`src/rtl/mac_sequencer_if.sv`:
```
// mac_sequencer_if: job, operand, MAC and result signals of the MAC sequencer.
// master is the sequencer side, slave is the environment (job source, MAC, result sink).
interface mac_sequencer_if #(
   parameter int DATA_W = 16,
   parameter int ACC_W  = 40,
   parameter int LEN_W  = 8
);
   logic              start;
   logic [LEN_W-1:0]  cfg_len;
   logic              busy;
   logic              op_valid;
   logic              op_ready;
   logic [DATA_W-1:0] op_a;
   logic [DATA_W-1:0] op_b;
   logic              mac_rst;
   logic [DATA_W-1:0] A;
   logic [DATA_W-1:0] B;
   logic              MAC_START;
   logic [ACC_W-1:0]  MAC_ACC;
   logic              mac_done;
   logic              res_valid;
   logic              res_ready;
   logic [ACC_W-1:0]  res_data;
   logic              res_err;
   modport master (
      input  start, cfg_len, op_valid, op_a, op_b, MAC_ACC, mac_done, res_ready,
      output busy, op_ready, mac_rst, A, B, MAC_START, res_valid, res_data, res_err
   );
   modport slave (
      output start, cfg_len, op_valid, op_a, op_b, MAC_ACC, mac_done, res_ready,
      input  busy, op_ready, mac_rst, A, B, MAC_START, res_valid, res_data, res_err
   );
endinterface

```
`src/rtl/mac_sequencer.sv`:
```
// mac_sequencer: clears the MAC, issues one MAC_START/mac_done exchange per operand pair
// and returns the final accumulator (or a timeout error) on the result port.
module mac_sequencer #(
   parameter int DATA_W  = 16,
   parameter int ACC_W   = 40,
   parameter int LEN_W   = 8,
   parameter int TIMEOUT = 64
) (
   input logic                clk,
   input logic                reset,
   mac_sequencer_if.master    bus
);
   localparam int TMR_W = $clog2(TIMEOUT);
   typedef enum logic [2:0] {IDLE, CLEAR, WAIT_OP, RUN, GAP, RESULT} state_e;
   state_e            state_q, state_d;
   logic [LEN_W-1:0]  rem_q, rem_d;
   logic [TMR_W-1:0]  tmr_q, tmr_d;
   logic [ACC_W-1:0]  acc_q, acc_d, res_data_q, res_data_d;
   logic [DATA_W-1:0] a_q, a_d, b_q, b_d;
   logic              res_err_q, res_err_d;
   logic              busy_q, op_ready_q, mac_rst_q, mac_start_q, res_valid_q;
   always_comb begin
      state_d    = state_q;
      rem_d      = rem_q;
      tmr_d      = tmr_q;
      acc_d      = acc_q;
      res_data_d = res_data_q;
      res_err_d  = res_err_q;
      a_d        = a_q;
      b_d        = b_q;
      case (state_q)
         IDLE: if (bus.start) begin
            rem_d   = bus.cfg_len;
            state_d = CLEAR;
         end
         CLEAR: begin
            acc_d      = '0;
            res_data_d = '0;
            res_err_d  = 1'b0;
            state_d    = rem_q == '0 ? RESULT : WAIT_OP;
         end
         WAIT_OP: if (bus.op_valid) begin
            a_d     = bus.op_a;
            b_d     = bus.op_b;
            tmr_d   = '0;
            state_d = RUN;
         end
         // mac_done is checked first so a completion on the last allowed cycle is not an error
         RUN: if (bus.mac_done) begin
            acc_d   = bus.MAC_ACC;
            rem_d   = rem_q - 1'b1;
            state_d = GAP;
         end else if (tmr_q == TMR_W'(TIMEOUT - 1)) begin
            res_err_d  = 1'b1;
            res_data_d = acc_q;
            state_d    = RESULT;
         end else begin
            tmr_d = tmr_q + 1'b1;
         end
         GAP: begin
            res_data_d = rem_q == '0 ? acc_q : res_data_q;
            state_d    = rem_q == '0 ? RESULT : WAIT_OP;
         end
         RESULT: if (bus.res_ready) state_d = IDLE;
         default: state_d = IDLE;
      endcase
   end
   // handshake outputs are registered from the next state so they line up with state_q
   always_ff @(posedge clk) begin
      if (reset) begin
         state_q     <= IDLE;
         rem_q       <= '0;
         tmr_q       <= '0;
         acc_q       <= '0;
         res_data_q  <= '0;
         res_err_q   <= 1'b0;
         a_q         <= '0;
         b_q         <= '0;
         busy_q      <= 1'b0;
         op_ready_q  <= 1'b0;
         mac_rst_q   <= 1'b0;
         mac_start_q <= 1'b0;
         res_valid_q <= 1'b0;
      end else begin
         state_q     <= state_d;
         rem_q       <= rem_d;
         tmr_q       <= tmr_d;
         acc_q       <= acc_d;
         res_data_q  <= res_data_d;
         res_err_q   <= res_err_d;
         a_q         <= a_d;
         b_q         <= b_d;
         busy_q      <= state_d != IDLE;
         op_ready_q  <= state_d == WAIT_OP;
         mac_rst_q   <= state_d == CLEAR;
         mac_start_q <= state_d == RUN;
         res_valid_q <= state_d == RESULT;
      end
   end
   assign bus.busy      = busy_q;
   assign bus.op_ready  = op_ready_q;
   assign bus.mac_rst   = mac_rst_q;
   assign bus.A         = a_q;
   assign bus.B         = b_q;
   assign bus.MAC_START = mac_start_q;
   assign bus.res_valid = res_valid_q;
   assign bus.res_data  = res_data_q;
   assign bus.res_err   = res_err_q;
endmodule

```
`src/flat_wrapper.sv`:
```
// flat-port wrapper written by rule: the top's interface ports become plain ports
module mac_sequencer_flat 
#(
   parameter int DATA_W  = 16,
   parameter int ACC_W   = 40,
   parameter int LEN_W   = 8,
   parameter int TIMEOUT = 64
)
  (clk, reset, bus_start, bus_cfg_len, bus_op_valid, bus_op_a, bus_op_b, bus_MAC_ACC, bus_mac_done, bus_res_ready, bus_busy, bus_op_ready, bus_mac_rst, bus_A, bus_B, bus_MAC_START, bus_res_valid, bus_res_data, bus_res_err);
  mac_sequencer_if #(.DATA_W(DATA_W), .ACC_W(ACC_W), .LEN_W(LEN_W)) bus_i ();
  input logic clk;
  input logic reset;
  input wire logic [$bits(bus_i.start)-1:0] bus_start;
  input wire logic [$bits(bus_i.cfg_len)-1:0] bus_cfg_len;
  input wire logic [$bits(bus_i.op_valid)-1:0] bus_op_valid;
  input wire logic [$bits(bus_i.op_a)-1:0] bus_op_a;
  input wire logic [$bits(bus_i.op_b)-1:0] bus_op_b;
  input wire logic [$bits(bus_i.MAC_ACC)-1:0] bus_MAC_ACC;
  input wire logic [$bits(bus_i.mac_done)-1:0] bus_mac_done;
  input wire logic [$bits(bus_i.res_ready)-1:0] bus_res_ready;
  output wire logic [$bits(bus_i.busy)-1:0] bus_busy;
  output wire logic [$bits(bus_i.op_ready)-1:0] bus_op_ready;
  output wire logic [$bits(bus_i.mac_rst)-1:0] bus_mac_rst;
  output wire logic [$bits(bus_i.A)-1:0] bus_A;
  output wire logic [$bits(bus_i.B)-1:0] bus_B;
  output wire logic [$bits(bus_i.MAC_START)-1:0] bus_MAC_START;
  output wire logic [$bits(bus_i.res_valid)-1:0] bus_res_valid;
  output wire logic [$bits(bus_i.res_data)-1:0] bus_res_data;
  output wire logic [$bits(bus_i.res_err)-1:0] bus_res_err;
  assign bus_i.start = bus_start;
  assign bus_i.cfg_len = bus_cfg_len;
  assign bus_i.op_valid = bus_op_valid;
  assign bus_i.op_a = bus_op_a;
  assign bus_i.op_b = bus_op_b;
  assign bus_i.MAC_ACC = bus_MAC_ACC;
  assign bus_i.mac_done = bus_mac_done;
  assign bus_i.res_ready = bus_res_ready;
  assign bus_busy = bus_i.busy;
  assign bus_op_ready = bus_i.op_ready;
  assign bus_mac_rst = bus_i.mac_rst;
  assign bus_A = bus_i.A;
  assign bus_B = bus_i.B;
  assign bus_MAC_START = bus_i.MAC_START;
  assign bus_res_valid = bus_i.res_valid;
  assign bus_res_data = bus_i.res_data;
  assign bus_res_err = bus_i.res_err;
  mac_sequencer #(.DATA_W(DATA_W), .ACC_W(ACC_W), .LEN_W(LEN_W), .TIMEOUT(TIMEOUT)) u_core (.clk(clk), .reset(reset), .bus(bus_i));
endmodule
```
`config.mk`:
```
export PLATFORM = sky130hd
export DESIGN_NAME = mac_sequencer_flat
export DESIGN_NICKNAME = d
export VERILOG_FILES = /design/src/rtl/mac_sequencer_if.sv /design/src/rtl/mac_sequencer.sv /design/src/flat_wrapper.sv
export SDC_FILE = /design/constraint.sdc
export NUM_CORES = 1
export LEC_CHECK = 0
export ABC_AREA = 1
export CAP_MARGIN = 40
export CELL_PAD_IN_SITES_DETAIL_PLACEMENT = 1
export CELL_PAD_IN_SITES_GLOBAL_PLACEMENT = 2
export CORE_UTILIZATION = 23
export CTS_CLUSTER_DIAMETER = 200
export DETAILED_ROUTE_END_ITERATION = 8
export PLACE_DENSITY = 0.77
export SETUP_SLACK_MARGIN = 0.3
export SYNTH_ARGS = -nofsm -noshare
export SYNTH_HDL_FRONTEND = slang
export SYNTH_SLANG_ARGS = --single-unit
```
`constraint.sdc`:
```
create_clock -name clk -period 1.5 [get_ports clk]
set_clock_uncertainty 0.05 [all_clocks]
set_input_delay 0.45 -clock clk [delete_from_list [all_inputs] [get_ports clk]]
set_output_delay 0.45 -clock clk [all_outputs]
set_load 0.01 [all_outputs]
```
# After elaboration in Yosys (flattened, before gate mapping)
# Cells that the tools add are included.
[classes] mux=23 n_addsub=2 eq_ne=17 n_reduce_logical=14
[ops] cell="40-bit 2-to-1 mux" n=4
[ops] cell="40-bit case mux with 3 select lines" n=1
[ops] cell="40-bit case mux with 2 select lines" n=1
[ops] cell="3-bit 2-to-1 mux" n=6
[ops] cell="6-bit 2-to-1 mux" n=3
[ops] cell="8-bit 2-to-1 mux" n=2
[ops] cell="8-bit case mux with 2 select lines" n=1
[ops] cell="3-bit case mux with 5 select lines" n=1
[ops] cell="3-bit by 2-bit equality test with 1-bit output, second input constant" n=4
[ops] cell="6-bit case mux with 2 select lines" n=1
[ops] cell="2-bit inequality test, second input constant" n=5
[ops] cell="3-bit equality test, second input constant" n=3
[ops] cell="8-bit logical NOT" n=1
[ops] cell="4-bit AND reduction" n=2
[ops] cell="8-bit by 1-bit subtractor with 8-bit output, second input constant" n=1
[ops] cell="6-bit by 1-bit adder with 6-bit output, second input constant" n=1
[ops] cell="3-bit by 1-bit equality test with 1-bit output, second input constant" n=2
[ops] cell="6-bit equality test, second input constant" n=1
[ops] cell="3-bit AND reduction" n=2
[ops] cell="2-bit nonzero test" n=3
[ops] cell="3-bit nonzero test" n=2
[ops] cell="2-bit by 1-bit inequality test with 1-bit output, second input constant" n=2
[ops] cell="2-bit AND reduction" n=2
[ops] cell="3-bit logical NOT" n=1
[ops] cell="other kinds (3)" n=4
[totals] wordCells=69 output_inout_bits=78 regBits=135 in_bits=86

# Longest topological paths before layout
# Gate-level depths: netlist (run 1).
[logic_depth] ltp_word=5 depth_mapped=9 mapped_depth_nobuf=9

# Worst setup path before layout (run 1)
# No wires, ideal clock.
[synth_path] kind="register -> register" startpoint="register u_core.tmr_q[0]" endpoint="register u_core.res_data_q[0], in the netlist u_core.bus.res_data[0]" required_time_ps=1335 synth_period_minus_slack_ps=1554 n_path_buf=1 slack_ps=-54 t_arrival_ps=1389 setup_time_ps=115 stages_incl_launch_ff=10 cell_sequence="dfxtp_1 -> ha_1 -> nand2_1 -> nor2_1 -> nand3_2 -> nand2_4 -> buf_6 -> nand3_1 -> nand2_1 -> nor2_1"
[synth_between] elab_chain_cells=3
[synth_rtl] element="start: declaration" line_no="mac_sequencer.sv:17" text="logic [TMR_W-1:0] tmr_q, tmr_d;"
[synth_rtl] element="start signal: assignment" line_no="mac_sequencer.sv:87" text="tmr_q <= tmr_d;"
[synth_rtl] element="6-bit equality test" line_no="mac_sequencer.sv:53" text="end else if (tmr_q == TMR_W'(TIMEOUT - 1)) begin"
[synth_rtl] element="2-bit by 1-bit inequality test with 1-bit output (no line)"
[synth_rtl] element="4-bit AND reduction (no line)"
[synth_rtl] element="end signal: assignment" line_no="mac_sequencer.sv:89" text="res_data_q <= res_data_d;"
[synth_rtl] element="end: declaration" line_no="mac_sequencer.sv:18" text="logic [ACC_W-1:0] acc_q, acc_d, res_data_q, res_data_d;"
# No other way between the ends.
# A chain may end at the register's enable or synchronous reset.

# Final worst setup path (run 1)
[layout_path] startpoint="input port bus_mac_done" endpoint="register u_core.acc_q[29]"
[layout_between] elab_chain_cells=2
[layout_rtl] element="start: declaration" line_no="flat_wrapper.sv:19" text="input wire logic [$bits(bus_i.mac_done)-1:0] bus_mac_done;"
[layout_rtl] element="2-bit inequality test (no line)"
[layout_rtl] element="2-bit AND reduction (no line)"
[layout_rtl] element="end signal: assignment" line_no="mac_sequencer.sv:74" text="acc_q <= '0;"
[layout_rtl] element="end signal: assignment" line_no="mac_sequencer.sv:88" text="acc_q <= acc_d;"
[layout_rtl] element="end: declaration" line_no="mac_sequencer.sv:18"
# No other way between the ends.

==> results of run 1 <==
==> kinds of logic after synthesis <==
family          share of synthesized area, %
xor+xnor                              0.1568
flops                                  48.38
fa+ha+maj                             0.4479
compound gates                         17.16
simple gates                           26.61
buf+inv                                7.257
==> synthesized netlist by cell type <==
cell type and instances:
a211oi_1 1, a21oi_1 92, a31oi_1 2, buf_1 5
buf_2 24, buf_4 1, buf_6 8, clkbuf_1 18
dfxtp_1 135, ha_1 2, inv_1 24, inv_2 3
nand2_1 130, nand2_2 2, nand2_4 1, nand3_1 54
nand3_2 1, nand4_1 2, nor2_1 174, nor2_2 1
nor2_4 1, nor3_1 1, o211ai_1 1, o21ai_0 90
o21ai_1 1, o21bai_1 2, or2_2 1, xor2_1 1
==> final cells by class <==
cell class	instances	area (µm²)
Antenna cell	3	7.507
Clock buffer	17	425.4
Clock inverter	15	201.4
Fill cell	2727	13360
Inverter	27	122.6
Multi-Input combinational cell	561	3217
Sequential cell	135	2818
Tap cell	319	399.1
Timing Repair Buffer	260	3063
==> worst register-to-register path, cell delays in order (launching register included) <==
cell     delay [ns]
dfxtp_4        0.39
nand2_4        0.06
nor2_4         0.22
inv_2          0.13
buf_12         0.17
nor3_1         0.19
nand3_1        0.14
a21oi_1        0.16
==> layer usage <==
metal  vias to the layer above  part of all wire, %
met5                         -                    0
met4                         0                  2.0
met3                        22                  2.5
met2                       101                   51
met1                      2963                   44
li1                       3016                    -
==> per-stage QoR <==
step	util [%]	cells
floorplan	-	778
global placement	33.88	1258
detailed placement	33.88	1258
CTS	40.13	1311
global route	43.42	1337
finish	43.42	1337
==> power groups by stage <==
stage	clock network (µW)	logic, µW	registers, µW
global route	4790	8630	5660
global placement	0	5770	5260
floorplan	0	3210	5460
CTS	4630	6740	5490
detailed placement	0	5860	5280
finish	4550	7910	5550
==> how the worst min path moves through the flow <==
stage	cells after the start	slack [ns]	endpoint	from
global route	2	0.45	u_core.bus.res_data[4]	u_core.bus.res_data[4]
detailed placement	2	0.42	u_core.bus.res_data[33]	u_core.bus.res_data[33]
floorplan	2	0.40	u_core.rem_q[6]	u_core.rem_q[6]
CTS	2	0.44	u_core.bus.res_data[11]	u_core.bus.res_data[11]
global placement	2	0.41	u_core.bus.B[5]	u_core.bus.B[5]
finish	2	0.42	u_core.bus.res_data[36]	u_core.bus.res_data[36]
==> sequential cells by signal, summed over array words and instances, names as in the netlist <==
name                  count
u_core.tmr_q              6
u_core.bus.mac_rst        1
u_core.rem_q              8
u_core.bus.res_data      40
u_core.state_q            3
u_core.bus.res_err        1
u_core.bus.B             16
u_core.bus.res_valid      1
u_core.bus.busy           1
u_core.acc_q             40
u_core.bus.A             16
u_core.bus.MAC_START      1
u_core.bus.op_ready       1
==> what timing repair did <==
item / 4_1_cts / 5_1_grt
endpoints found under the hold margin: 0 / 0
gates cloned: 5 / 17
resized for setup: 603 / 120
buffers inserted: 16 / 6
setup endpoints to repair: 212 / 212
pin swaps: 39 / 19
==> tab_implementation.tex, run 1 <==
\begin{tabular}{lr}
\hline
Metric & Value \\
\hline
\multicolumn{2}{l}{\textbf{Yosys}} \\
\quad Sequential-to-total area share from yosys stat & 48.38\% \\
\quad Synthesis warning total & 0 \\
\quad Cell area after synthesis & 5587 µm² \\
\quad Leading area contributor after synthesis & dfxtp\_1 \\
\quad Synth Net Count & 866 \\
\quad Average cell area after synthesis & 7.181 µm² \\
\quad Post-synthesis sequential element count & 135 \\
\quad Unique masters post-synth & 28 \\
\quad Post-synthesis cell count & 778 \\
\quad Top area cells in the synthesized netlist & dfxtp\_1 (48\%), nor2\_1 (12\%), nand2\_1 (8.7\%) \\
\quad Synth top area share & 48.38\% \\
\multicolumn{2}{l}{\textbf{CTS}} \\
\quad Number of buffers inserted for hold repair after clock tree synthesis & 0 \\
\quad Count of H-tree levels built during CTS & 4 \\
\quad Clock latency on the worst-skew pair & 0.43 ns \\
\quad Clock Tree Buf Depth & 2 \\
\quad Root Driver & clkbuf\_16 \\
\quad Clock-pin slew reported for the worst setup and hold paths after clock tree synthesis & 0.06 ns \\
\quad Clock buffers created by TritonCTS & 17 \\
\quad TritonCTS clock tree & built \\
\quad Number of clock sinks seen by CTS & 135 \\
\multicolumn{2}{l}{\textbf{Setup path}} \\
\quad CP startpoint & bus\_mac\_done \\
\quad Worst setup path category & input pin to flip-flop \\
\quad Critical path capture point type & flip-flop \\
\quad Levels on crit path & 8 \\
\quad Crit path buffers/inverters & 4 \\
\quad Critical R2R Launch & u\_core.state\_q[0] \\
\quad Critical path data arrival time & 1.84 ns \\
\quad Critical register-to-register path endpoint & u\_core.tmr\_q[2] \\
\quad Worst reg-to-reg path cell count & 7 \\
\quad Crit-path max FO & 10 \\
\quad Crit-path max cell delay & 0.48 ns \\
\quad Worst reg2reg setup slack & -0.06 ns \\
\quad List of cells traversed by the critical path & clkdlybuf4s50\_1 > nand2\_2 > inv\_2 > nor2\_4 > clkinv\_4 > buf\_8 > o21ai\_0 > nor2\_1 \\
\quad Data required time at the worst endpoint & 1.77 ns \\
\quad Critical path launch point type & input pin \\
\quad Standard cell with the maximum stage delay on the critical path & clkdlybuf4s50\_1 \\
\quad Endpoint of the worst setup timing path & u\_core.acc\_q[29] \\
\quad Family of cells with the greatest summed delay on the critical path & buffers and inverters \\
\multicolumn{2}{l}{\textbf{STA}} \\
\quad Final Setup Violations & 48 \\
\quad Worst path setup slack after routing & -0.07086 ns \\
\quad Final Max Tran Viols & 0 \\
\quad Clock period minus final worst setup slack & 1.571 ns \\
\quad Worst slack on hold paths & 0.4195 ns \\
\quad Share of the clock period used by the worst path after layout & 104.7\% \\
\quad Setup TNS & -0.8632 ns \\
\quad Final count of hold timing violations & 0 \\
\quad Tightest Pin Transition & 0.3636 ns \\
\quad Highest clock rate & 636.6 MHz \\
\quad Setup repair after global routing missed its margin & yes \\
\quad Max transition margin & 75.76\% \\
\multicolumn{2}{l}{\textbf{GRT}} \\
\quad Via count of the first global-routing pass & 6106 \\
\quad Initial antenna violation count & 3 \\
\quad Peak-usage layer in the global routing report & met2 \\
\quad Met3 layer usage reported by global route & 2.820\% \\
\quad First-pass GRT wire length & 31930 µm \\
\quad Global route overflow & 0 \\
\quad Met1 usage & 20.58\% \\
\quad Pin count of the biggest net entering global routing & 48 \\
\quad Met2 usage & 29.20\% \\
\quad Global routing usage summed across all routing layers & 16.67\% \\
\multicolumn{2}{l}{\textbf{Route}} \\
\quad Post-route antenna net violation count & 0 \\
\quad DR vias/cell & 4.564 \\
\quad Detail-routed net length per standard cell & 17.17 µm \\
\quad DRC viols & 0 \\
\quad Detailed Routing Iterations Pass 1 & 4 \\
\quad Number of violations reported at the end of detailed-routing iteration 0 & 244 \\
\quad Overall via count from detail\_route & 6102 \\
\quad Routed WL & 22960 µm \\
\multicolumn{2}{l}{\textbf{Layout}} \\
\quad Commonest cells after routing, fill and taps aside & nor2\_1 (166), nand2\_1 (113), buf\_6 (86) \\
\quad Final standard cell area without fillers & 10250 µm² \\
\quad Signed area change from the synthesized netlist to the final layout & 83.54\% \\
\quad Net count reported at finish & 1090 \\
\quad Leading cell type in the layout, fill and taps excluded & nor2\_1 \\
\quad Fraction of layout cells with a size suffix above 1 & 44.83\% \\
\multicolumn{2}{l}{\textbf{Outcome}} \\
\quad Result of the run & finished with violations \\
\quad Violations in the final reports & negative setup slack \\
\multicolumn{2}{l}{\textbf{Floorplanning}} \\
\quad Die Y-Extent & 157.9 µm \\
\quad I/O pin cnt & 164 \\
\quad Placeable core region & 23610 µm² \\
\quad Die X & 157.9 µm \\
\quad Initial standard-cell utilization of the core & 23.66\% \\
\quad Overall die area & 24920 µm² \\
\quad Number of rows created at floorplan & 56 \\
\multicolumn{2}{l}{\textbf{Power and ir drop}} \\
\quad Share of total power in combinational logic & 43.9\% \\
\quad Power after layout & 18010 µW \\
\quad Pwr Density & 1756 nW/µm² \\
\quad Net switching power & 6450 µW \\
\quad Leakage dissipation & 0.004186 µW \\
\quad Worst supply voltage drop on vdd & 664.4 µV \\
\quad Internal power of the cells & 11560 µW \\
\quad Flop pwr share & 30.8\% \\
\quad Clk network pwr share & 25.3\% \\
\quad Sw Share & 35.82\% \\
\multicolumn{2}{l}{\textbf{Min path}} \\
\quad Worst hold-check path type & flip-flop to flip-flop \\
\multicolumn{2}{l}{\textbf{Placement}} \\
\quad Placed Instance Area & 7999 µm² \\
\quad Minimum setup slack after placement & -0.3662 ns \\
\quad Last weighted congestion value of the routability-driven placer & 0.6984 \\
\quad Total of buffers placed on input and output ports & 163 \\
\quad Final HPWL DP & 12810 µm \\
\multicolumn{2}{l}{\textbf{Run}} \\
\quad Max-cap violation count & 0 \\
\hline
\end{tabular}
No activity file was read; power rests on OpenSTA's default activity.
==> inputs of run 2 (changes only) <==
CORE_MARGIN = 2   (was unset)
MAX_ROUTING_LAYER = met4   (was unset)
==> run 2 against run 1 <==
  * The flow still finishes with violations (negative setup slack)
  * Setup slack worse by 0.010 ns
  * Global-route usage is 0.44 points lower
  * Count of clock-buffer cells in the layout stayed put
  * Sequential share of layout area fell by 0.71 points
  * Power up 2.9%
  * Utilization up 0.46 points
  * Critical path depth increased by 1
  * First-iteration DRC count down 0.82%
  * Maximum frequency shrank 0.63%
  * Wire length grew 2.1%
  * Largest power group unchanged
==> tab_implementation.tex, run 2 (synthesis gave the netlist of run 1 again) <==
\begin{tabular}{lr}
\hline
Metric & Value \\
\hline
\multicolumn{2}{l}{\textbf{Placement}} \\
\quad Minimum setup slack after placement & -0.3569 ns \\
\quad Final HPWL DP & 12940 µm \\
\quad Last weighted congestion value of the routability-driven placer & 0.7384 \\
\quad Total of buffers placed on input and output ports & 163 \\
\multicolumn{2}{l}{\textbf{CTS}} \\
\quad Number of clock sinks seen by CTS & 135 \\
\quad Root Driver & clkbuf\_16 \\
\quad Clock Tree Buf Depth & 2 \\
\quad Clock buffers created by TritonCTS & 17 \\
\quad Count of H-tree levels built during CTS & 4 \\
\quad Clock latency on the worst-skew pair & 0.43 ns \\
\quad Clock-pin slew reported for the worst setup and hold paths after clock tree synthesis & 0.07 ns \\
\quad TritonCTS clock tree & built \\
\multicolumn{2}{l}{\textbf{Setup path}} \\
\quad Critical R2R Launch & u\_core.state\_q[0] \\
\quad Crit-path max cell delay & 0.39 ns \\
\quad Critical register-to-register path endpoint & u\_core.bus.res\_data[15] \\
\quad Critical path data arrival time & 1.85 ns \\
\quad List of cells traversed by the critical path & nand2\_4 > nor2\_4 > buf\_4 > nand3\_4 > nand2\_8 > clkbuf\_16 > nand3\_1 > nand2\_1 > nor2\_1 \\
\quad Data required time at the worst endpoint & 1.77 ns \\
\quad Worst reg-to-reg path cell count & 9 \\
\quad Critical path launch point type & flip-flop \\
\quad Worst reg2reg setup slack & -0.08 ns \\
\quad Family of cells with the greatest summed delay on the critical path & simple AND/OR/NAND/NOR gates \\
\quad Worst setup path category & flip-flop to flip-flop \\
\quad Crit-path max FO & 9 \\
\quad Crit path buffers/inverters & 2 \\
\quad Critical path capture point type & flip-flop \\
\quad Standard cell with the maximum stage delay on the critical path & dfxtp\_4 \\
\multicolumn{2}{l}{\textbf{Layout}} \\
\quad Leading cell type in the layout, fill and taps excluded & nor2\_1 \\
\quad Fraction of the core area covered by cells at the end of the flow & 43.89\% \\
\quad Net count reported at finish & 1107 \\
\quad Fraction of layout cells with a size suffix above 1 & 47.77\% \\
\quad Commonest cells after routing, fill and taps aside & nor2\_1 (150), nand2\_1 (108), buf\_6 (94) \\
\quad Signed area change from the synthesized netlist to the final layout & 89.36\% \\
\multicolumn{2}{l}{\textbf{Min path}} \\
\quad Hold Path Depth & 2 \\
\quad Worst hold-check path type & flip-flop to flip-flop \\
\quad Startpoint of the tightest hold check path & u\_core.bus.A[12] \\
\quad Worst Hold Path EP & u\_core.bus.A[12] \\
\multicolumn{2}{l}{\textbf{GRT}} \\
\quad Global routing usage summed across all routing layers & 16.24\% \\
\quad Global route overflow & 0 \\
\quad Initial antenna violation count & 2 \\
\quad Via count of the first global-routing pass & 5982 \\
\quad First-pass GRT wire length & 32310 µm \\
\quad Pin count of the biggest net entering global routing & 41 \\
\multicolumn{2}{l}{\textbf{Floorplanning}} \\
\quad Die Y-Extent & 159.9 µm \\
\quad Overall die area & 25550 µm² \\
\quad Number of rows created at floorplan & 57 \\
\quad Initial standard-cell utilization of the core & 23.18\% \\
\quad Placeable core region & 24110 µm² \\
\quad Die X & 159.9 µm \\
\quad I/O pin cnt & 164 \\
\multicolumn{2}{l}{\textbf{STA}} \\
\quad Final count of hold timing violations & 0 \\
\quad Final Max Tran Viols & 0 \\
\quad Worst path setup slack after routing & -0.08086 ns \\
\quad Clock period minus final worst setup slack & 1.581 ns \\
\quad Final Setup Violations & 80 \\
\quad Setup repair after global routing missed its margin & yes \\
\quad Highest clock rate & 632.6 MHz \\
\quad Tightest Pin Transition & 0.2972 ns \\
\quad Share of the clock period used by the worst path after layout & 105.4\% \\
\quad Max transition margin & 80.05\% \\
\multicolumn{2}{l}{\textbf{Route}} \\
\quad Routed WL & 23430 µm \\
\quad DRC viols & 0 \\
\quad Overall via count from detail\_route & 6097 \\
\quad Post-route antenna net violation count & 0 \\
\quad Detail-routed net length per standard cell & 17.25 µm \\
\quad Number of violations reported at the end of detailed-routing iteration 0 & 242 \\
\quad Detailed Routing Iterations Pass 1 & 4 \\
\quad DR vias/cell & 4.490 \\
\multicolumn{2}{l}{\textbf{Power and ir drop}} \\
\quad Internal power of the cells & 11780 µW \\
\quad Clk network pwr share & 24.2\% \\
\quad Pwr Density & 1752 nW/µm² \\
\quad Net switching power & 6752 µW \\
\quad Worst supply voltage drop on vdd & 641.1 µV \\
\quad Share of total power in combinational logic & 45.9\% \\
\quad Leakage dissipation & 0.004330 µW \\
\quad Flop pwr share & 29.9\% \\
\quad Sw Share & 36.43\% \\
\multicolumn{2}{l}{\textbf{Outcome}} \\
\quad Result of the run & finished with violations \\
\quad Violations in the final reports & negative setup slack \\
\multicolumn{2}{l}{\textbf{Run}} \\
\quad Max-cap violation count & 0 \\
\hline
\end{tabular}
[run 2: cell count changes in the layout (fill, tap and decap cells not counted), moves of 5 or more]
cell,delta
buf_4,+14
nor2_2,+5
a21oi_4,+11
buf_6,+8
inv_6,+5
nand2_1,-5
a21oi_2,-14
nor2_1,-16
nand3_2,-8
o21ai_0,-11
nand3_1,+8
o21ai_2,+6
nor2_4,+11
dfxtp_4,+5
[run 2: power by group through the flow]
stage               Combinational, µW  Sequential (µW)  Clock, µW
global placement                 5900             5260          0
floorplan                        3210             5460          0
global route                     9290             5660       4720
finish                           8510             5530       4490
CTS                              6660             5510       4560
detailed placement               6000             5270          0
[run 2: worst min-delay path, delay by kind of cell, from the launching register on]
| kind | cells | cell delay (ns) |
|---|---|---|
| DFF | 1 | 0.33 |
| and+or+nand+nor | 2 | 0.11 |
[run 2: how the worst max path moves through the flow]
stage,cells after the start,end,startpoint
after floorplan,9,u_core.bus.res_data[0],u_core.tmr_q[1]
after global placement,8,u_core.acc_q[35],bus_mac_done
after detailed placement,8,u_core.acc_q[22],bus_mac_done
after CTS,9,u_core.bus.res_data[14],u_core.tmr_q[1]
after global routing,9,u_core.bus.res_data[21],u_core.state_q[0]
final,9,u_core.bus.res_data[15],u_core.state_q[0]
[run 2: area by class of cell]
type	instances	area [µm²]
sequential	135	2831
clock buffer	17	425.4
inverter	27	132.6
fill	2821	13530
clock inverter	15	191.4
timing repair buffer	278	3196
multi-input combinational	560	3392
tap	324	405.4
antenna	2	5.005
[run 2: what timing repair did]
item,4_1_cts,5_1_grt
pin swaps,28,31
gates resized for setup,573,216
endpoints found under the setup margin,211,213
cloned,3,18
buffers inserted,6,30
hold buffers,0,0
[run 2: routing by layer]
metal  vias up  part of all wire, %  global-route usage, %
met5         -                    0                      -
met4         0                  2.2                  5.405
met3        27                  2.6                  3.117
met2       100                   50                  26.90
met1      2932                   45                  19.88
li1       3038                    -                      -
[run 2: through the flow]
stage               setup TNS [ns]  cell area, µm²  instances  total power, µW  hold slack [ns]
finish                      -2.634           10580       1358            18530           0.4250
global route                -10.21           10580       1358            19670           0.4478
CTS                       -0.04870            9250       1308            16730           0.4237
detailed placement          -37.84            8060       1267            11270           0.4084
global placement            -36.12            8060       1267            11160           0.4084
floorplan                        0            5826        778             8670           0.4019
==> edit 1 (settings of run 1) <==
`DATA_W` is set to 16 in 3 places; all go to 32.
--- a/src/rtl/mac_sequencer_if.sv
+++ b/src/rtl/mac_sequencer_if.sv
@@ -1,7 +1,7 @@
 // mac_sequencer_if: job, operand, MAC and result signals of the MAC sequencer.
 // master is the sequencer side, slave is the environment (job source, MAC, result sink).
 interface mac_sequencer_if #(
-   parameter int DATA_W = 16,
+   parameter int DATA_W = 32,
    parameter int ACC_W  = 40,
    parameter int LEN_W  = 8
 );
--- a/src/rtl/mac_sequencer.sv
+++ b/src/rtl/mac_sequencer.sv
@@ -1,7 +1,7 @@
 // mac_sequencer: clears the MAC, issues one MAC_START/mac_done exchange per operand pair
 // and returns the final accumulator (or a timeout error) on the result port.
 module mac_sequencer #(
-   parameter int DATA_W  = 16,
+   parameter int DATA_W  = 32,
    parameter int ACC_W   = 40,
    parameter int LEN_W   = 8,
    parameter int TIMEOUT = 64
--- a/src/flat_wrapper.sv
+++ b/src/flat_wrapper.sv
@@ -1,7 +1,7 @@
 // flat-port wrapper written by rule: the top's interface ports become plain ports
 module mac_sequencer_flat 
 #(
-   parameter int DATA_W  = 16,
+   parameter int DATA_W  = 32,
    parameter int ACC_W   = 40,
    parameter int LEN_W   = 8,
    parameter int TIMEOUT = 64
Ports: changed (resized bus_A, bus_B, bus_op_a and bus_op_b); port bits go from 164 to 228. No check against the original RTL was run, so the function may have changed too.
==> edit 1 against run 1 <==
  * Highest routed layer is now met5
  * Via count is 23% higher
  * Synthesized area is 18% higher
  * Routed wire length is 30% higher
  * Total power is 29% higher
  * Worst setup slack worse by 0.10 ns
  * Hold slack better by 0.0032 ns
  * Utilization is 3.9 points higher
  * Final area is 29% higher
  * The flow still finishes with violations (setup timing)
  * Critical path type is now reg -> reg
  * Combinational power is 50% higher
  * Largest power group unchanged
  * Non-clock buffer count is 140 higher
  * Sequential cell count is 32 higher
  * Register-to-register slack worse by 0.12 ns
==> edit 1: results (changes against run 1) <==
INFO  metric run_status = complete, but fails checks
INFO  metric failed_checks = setup timing
INFO  metric r2r_setup_slack = -0.18 ns (-0.12 ns)
INFO  metric detailedRoute.firstIterationViolations = 256 (+4.9%)
INFO  metric synth_common_cells = 235 x sky130_fd_sc_hd__nor2_1, 167 x sky130_fd_sc_hd__dfxtp_1, 138 x sky130_fd_sc_hd__nand2_1, 119 x sky130_fd_sc_hd__o21ai_0, 94 x sky130_fd_sc_hd__a21oi_1
INFO  metric worst_r2r_path_cells = 10 (+3)
INFO  metric critical_path.reg2reg.endpoint = u_core.acc_q[23]
INFO  metric synthesis.area_per_instance = 7.156 um2 (-0.34%)
INFO  metric met3_length = 880 um (+55%)
INFO  metric worst-endpoint-arrival = 1.95 ns (+0.11 ns)
INFO  metric vdd_drop_max = 0.0007645 V (+15%)
INFO  metric post_route_cells_drive_above_1_share = 51.16% (+6.3 points)
INFO  metric synthTopCellsByArea = sky130_fd_sc_hd__dfxtp_1 51%, sky130_fd_sc_hd__nor2_1 13%, sky130_fd_sc_hd__o21ai_0 9.0%
INFO  metric fill_cells = 3173 (+16%)
INFO  metric setup_viol = 90 (+88%)
INFO  metric max_stage_delay = 0.39 ns (-0.09 ns)
INFO  metric port_buffers = 227 (+39%)
INFO  metric placed_cells = 1534 (+22%)
INFO  metric routedLengthMet1 = 13240 um (+30%)
INFO  metric sequential_fraction_of_design_power = 29.8% (-1.0 points)
INFO  metric grt_pass1_wl = 39850 um (+25%)
INFO  metric grt.total_usage = 17.71% (+1.0 points)
INFO  metric total_leakage_power = 5.501 nW (+31%)
INFO  metric layout_setup_ws = -0.1756 ns (-0.1048 ns)
INFO  metric estimated_wirelength_of_the_detail_placed_design = 16710 um (+30%)
INFO  metric crit_slowest_cell = sky130_fd_sc_hd__dfxtp_4
INFO  metric sequentialPower = 6.91 mW (+25%)
INFO  metric nets = 1399 (+28%)
INFO  metric dr.max_layer_used = met5
INFO  metric synth_cell_types = 21 (-25%)
INFO  metric route.met2.wl = 15150 um (+29%)
INFO  metric pwr.group.clock = 4.34 mW (-4.6%)
-- edit 1: repair_timing --
| item | CTS | global route |
|---|---|---|
| gates resized for setup | 775 | 233 |
| pin swaps | 31 | 45 |
| setup endpoints to repair | 276 | 276 |
| gates cloned | 10 | 23 |
| buffers inserted | 26 | 45 |
-- edit 1: final cells by class --
cell class,count,area (um2),share of cell area (%)
clock buffer,18,429.2,3.235
sequential,167,3506,26.43
antenna,2,5.005,0.03773
inverter,30,147.6,1.113
timing repair inverter,1,5.005,0.03773
tap,378,473.0,3.565
timing repair buffer,400,4651,35.06
multi-input combinational,662,3919,29.54
clock inverter,14,131.4,0.9903
-- edit 1: kinds of logic after synthesis --
kind of cell    Yosys count  synth area share, %
fa+ha+maj                 2               0.3788
simple gates            438                26.31
compound gates          218                16.69
xor+xnor                  2               0.2653
buf+inv                  96                5.740
flops                   167                50.62
-- edit 1: metal layers --
layer,global-route usage (%),vias up
met3,2.899,34
met5,0,-
li1,-,3729
met1,22.33,3643
met4,5.280,2
met2,30.73,119
-- edit 1: how the worst min path moves through the flow --
stage / start / endpoint / slack [ns] / cells after the start
after floorplan: u_core.rem_q[5] / u_core.rem_q[5] / 0.40 / 2
final: u_core.bus.res_data[32] / u_core.bus.res_data[32] / 0.42 / 2
after global placement: u_core.bus.B[14] / u_core.bus.B[14] / 0.41 / 2
after CTS: u_core.bus.B[21] / u_core.bus.B[21] / 0.44 / 2
after global routing: u_core.bus.res_data[11] / u_core.bus.res_data[11] / 0.45 / 2
after detailed placement: u_core.bus.B[13] / u_core.bus.B[13] / 0.42 / 2
-- edit 1: through the flow --
step	hold WS, ns	util, %	area, um2
CTS	0.4419	41.65	11670
detailed placement	0.4207	35.54	9956
floorplan	0.3971	-	6910
finish	0.4227	47.36	13270
global route	0.4502	47.35	13260
global placement	0.4120	35.54	9956
==> edit 2 (settings of run 1) <==
Without the edit above. Make the reset (`reset`) asynchronous in one clocked block.
--- a/src/rtl/mac_sequencer.sv
+++ b/src/rtl/mac_sequencer.sv
@@ -66,7 +66,7 @@
       endcase
    end
    // handshake outputs are registered from the next state so they line up with state_q
-   always_ff @(posedge clk) begin
+   always_ff @(posedge clk or posedge reset) begin
       if (reset) begin
          state_q     <= IDLE;
          rem_q       <= '0;
Check against the original RTL: differs if reset is asserted again (counterexample within 4 cycles, from zero or initial values and one cycle with reset high); with reset held inactive, the same outputs for 4 cycles.
==> edit 2 against run 1 <==
  * The flow still finishes with violations (setup timing)
  * Count of clock-buffer cells in the layout grew 2
  * Sequential share of layout area grew 3.1 points
  * Synthesized area grew 5.2%
  * Worst setup slack lost 0.13 ns
  * Via count shrank 5.0%
  * Total power grew 21%
  * Clock power grew 2%
  * Critical path depth grew 3
  * Routed wire length shrank 8.0%
  * Final area grew 7.7%
  * Sequential cell count is the same
  * Critical path type is now reg -> reg
  * Critical endpoint is now u_core.bus.res_data[12]
  * Largest cell class is now registers
==> edit 2: results (changes against run 1) <==
INFO  metric failed_checks = setup timing
INFO  metric reg2reg_from = u_core.tmr_q[1]
INFO  metric grt_start_max_net_pins = 65 (+35%)
INFO  metric share_comb_of_total_power = 53.0% (+9.1 points)
INFO  metric place_congestion = 0.7183 (+2.8%)
INFO  metric hp-start = u_core.bus.A[13]
INFO  metric worst-endpoint-arrival = 1.95 ns (+0.11 ns)
INFO  metric synthesis.area_per_instance = 8.297 um2 (+16%)
INFO  metric seq_area_frac_synth = 57.51% (+9.1 points)
INFO  metric power.share.switching = 38.30% (+2.5 points)
INFO  metric total_leakage_power = 5.379 nW (+28%)
INFO  metric layout_setup_ws = -0.1976 ns (-0.1268 ns)
INFO  metric synth_fp_nets = 796 (-8.1%)
INFO  metric synthTopCellsByArea = sky130_fd_sc_hd__dfrtp_1 58%, sky130_fd_sc_hd__nand2_1 15%, sky130_fd_sc_hd__nand3_1 7.8%
INFO  metric worst_hold_slack = 0.4249 ns (+0.005344 ns)
INFO  metric setup_tns = -12.01 ns (-11.14 ns)
INFO  metric preCtsSetupSlack = -0.4439 ns (-0.07773 ns)
INFO  metric run_status = complete, but fails checks
INFO  metric synth_common_cells = 231 x sky130_fd_sc_hd__nand2_1, 135 x sky130_fd_sc_hd__dfrtp_1, 91 x sky130_fd_sc_hd__nand3_1, 66 x sky130_fd_sc_hd__inv_1, 65 x sky130_fd_sc_hd__nor2_1
INFO  metric power.clock.fraction = 21.3% (-4.0 points)
INFO  metric endpoint = u_core.bus.res_data[12]
INFO  metric vdd_drop_max = 0.0006491 V (-2.3%)
INFO  metric ys.flop_type = sky130_fd_sc_hd__dfrtp_1
INFO  metric final_cell_count_no_fill = 1349 (+0.90%)
INFO  metric transition_at_the_pin_with_the_smallest_max_transition_slack = 0.3739 ns (+0.01029 ns)
INFO  metric critPathLaunchType = flip-flop
INFO  metric estimated_wirelength_of_the_detail_placed_design = 12790 um (-0.11%)
INFO  metric worst_r2r_path_cells = 11 (+4)
INFO  metric first_global_vias = 6030 (-1.2%)
INFO  metric synth_cell_types = 27 (-3.6%)
INFO  metric grt.total_usage = 15.52% (-1.1 points)
INFO  metric detailedRoute.firstIterationViolations = 181 (-26%)
INFO  metric synth-xor-area-share = 0.2982% (+0.14 points)
INFO  metric detailed_place.area = 0.008577 mm2 (+7.2%)
INFO  metric nets = 1093 (+0.28%)
INFO  metric grt_pass1_wl = 31970 um (+0.13%)
INFO  metric synth_fa_ha_area_share = 0.4260% (-0.022 points)
INFO  metric wl_per_cell = 15.66 um (-8.8%)
INFO  metric routed_via_count_divided_by_cell_count = 4.298 (-5.8%)
INFO  metric cp_max_fo = 5 (-5)
INFO  metric setup_viol = 94 (+96%)
[edit 2: critical path, stage by stage, from the launching register on]
cell,delay (ns)
sky130_fd_sc_hd__dfrtp_1,0.36
sky130_fd_sc_hd__ha_2,0.20
sky130_fd_sc_hd__nand2_2,0.08
sky130_fd_sc_hd__nor2_4,0.08
sky130_fd_sc_hd__nand2_2,0.08
sky130_fd_sc_hd__nor2_4,0.15
sky130_fd_sc_hd__nand2_4,0.09
sky130_fd_sc_hd__nand2_8,0.12
sky130_fd_sc_hd__nand2_8,0.10
sky130_fd_sc_hd__clkbuf_16,0.17
sky130_fd_sc_hd__nand2_2,0.05
sky130_fd_sc_hd__nand2_1,0.05
[edit 2: area by class of cell]
| class | count | area, um2 |
|---|---|---|
| multi-input cells | 472 | 3193 |
| clock buffers | 19 | 452.9 |
| flip-flops and latches | 135 | 3379 |
| fillers | 2849 | 14070 |
| clock inverters | 13 | 191.4 |
| diodes | 1 | 2.502 |
| well taps | 330 | 412.9 |
| repair buffers | 312 | 3123 |
| inverters | 67 | 285.3 |
[edit 2: timing repair]
item / CTS / global route
endpoints found under the setup margin: 213 / 213
buffers inserted: 33 / 44
pin swaps: 6 / 50
cloned: 9 / 8
gates resized for setup: 404 / 224
[edit 2: routing by layer]
layer	part of all wire [%]	vias to the layer above	global-route usage, %
met5	0	-	0
met4	0.86	0	3.345
met3	5.6	16	4.520
met2	50	126	25.95
met1	43	2829	19.76
li1	-	2827	-
[edit 2: logic make-up (layout without fill, tap and decap cells)]
group / Yosys count / count (layout)
DFF: 135 / 135
AOI/OAI and AO/OA: 63 / 63
other: 0 / 1
adders and majority gates: 2 / 2
and+or+nand+nor: 401 / 405
buffers and inverters: 105 / 411
xor gates and xnor gates: 2 / 2
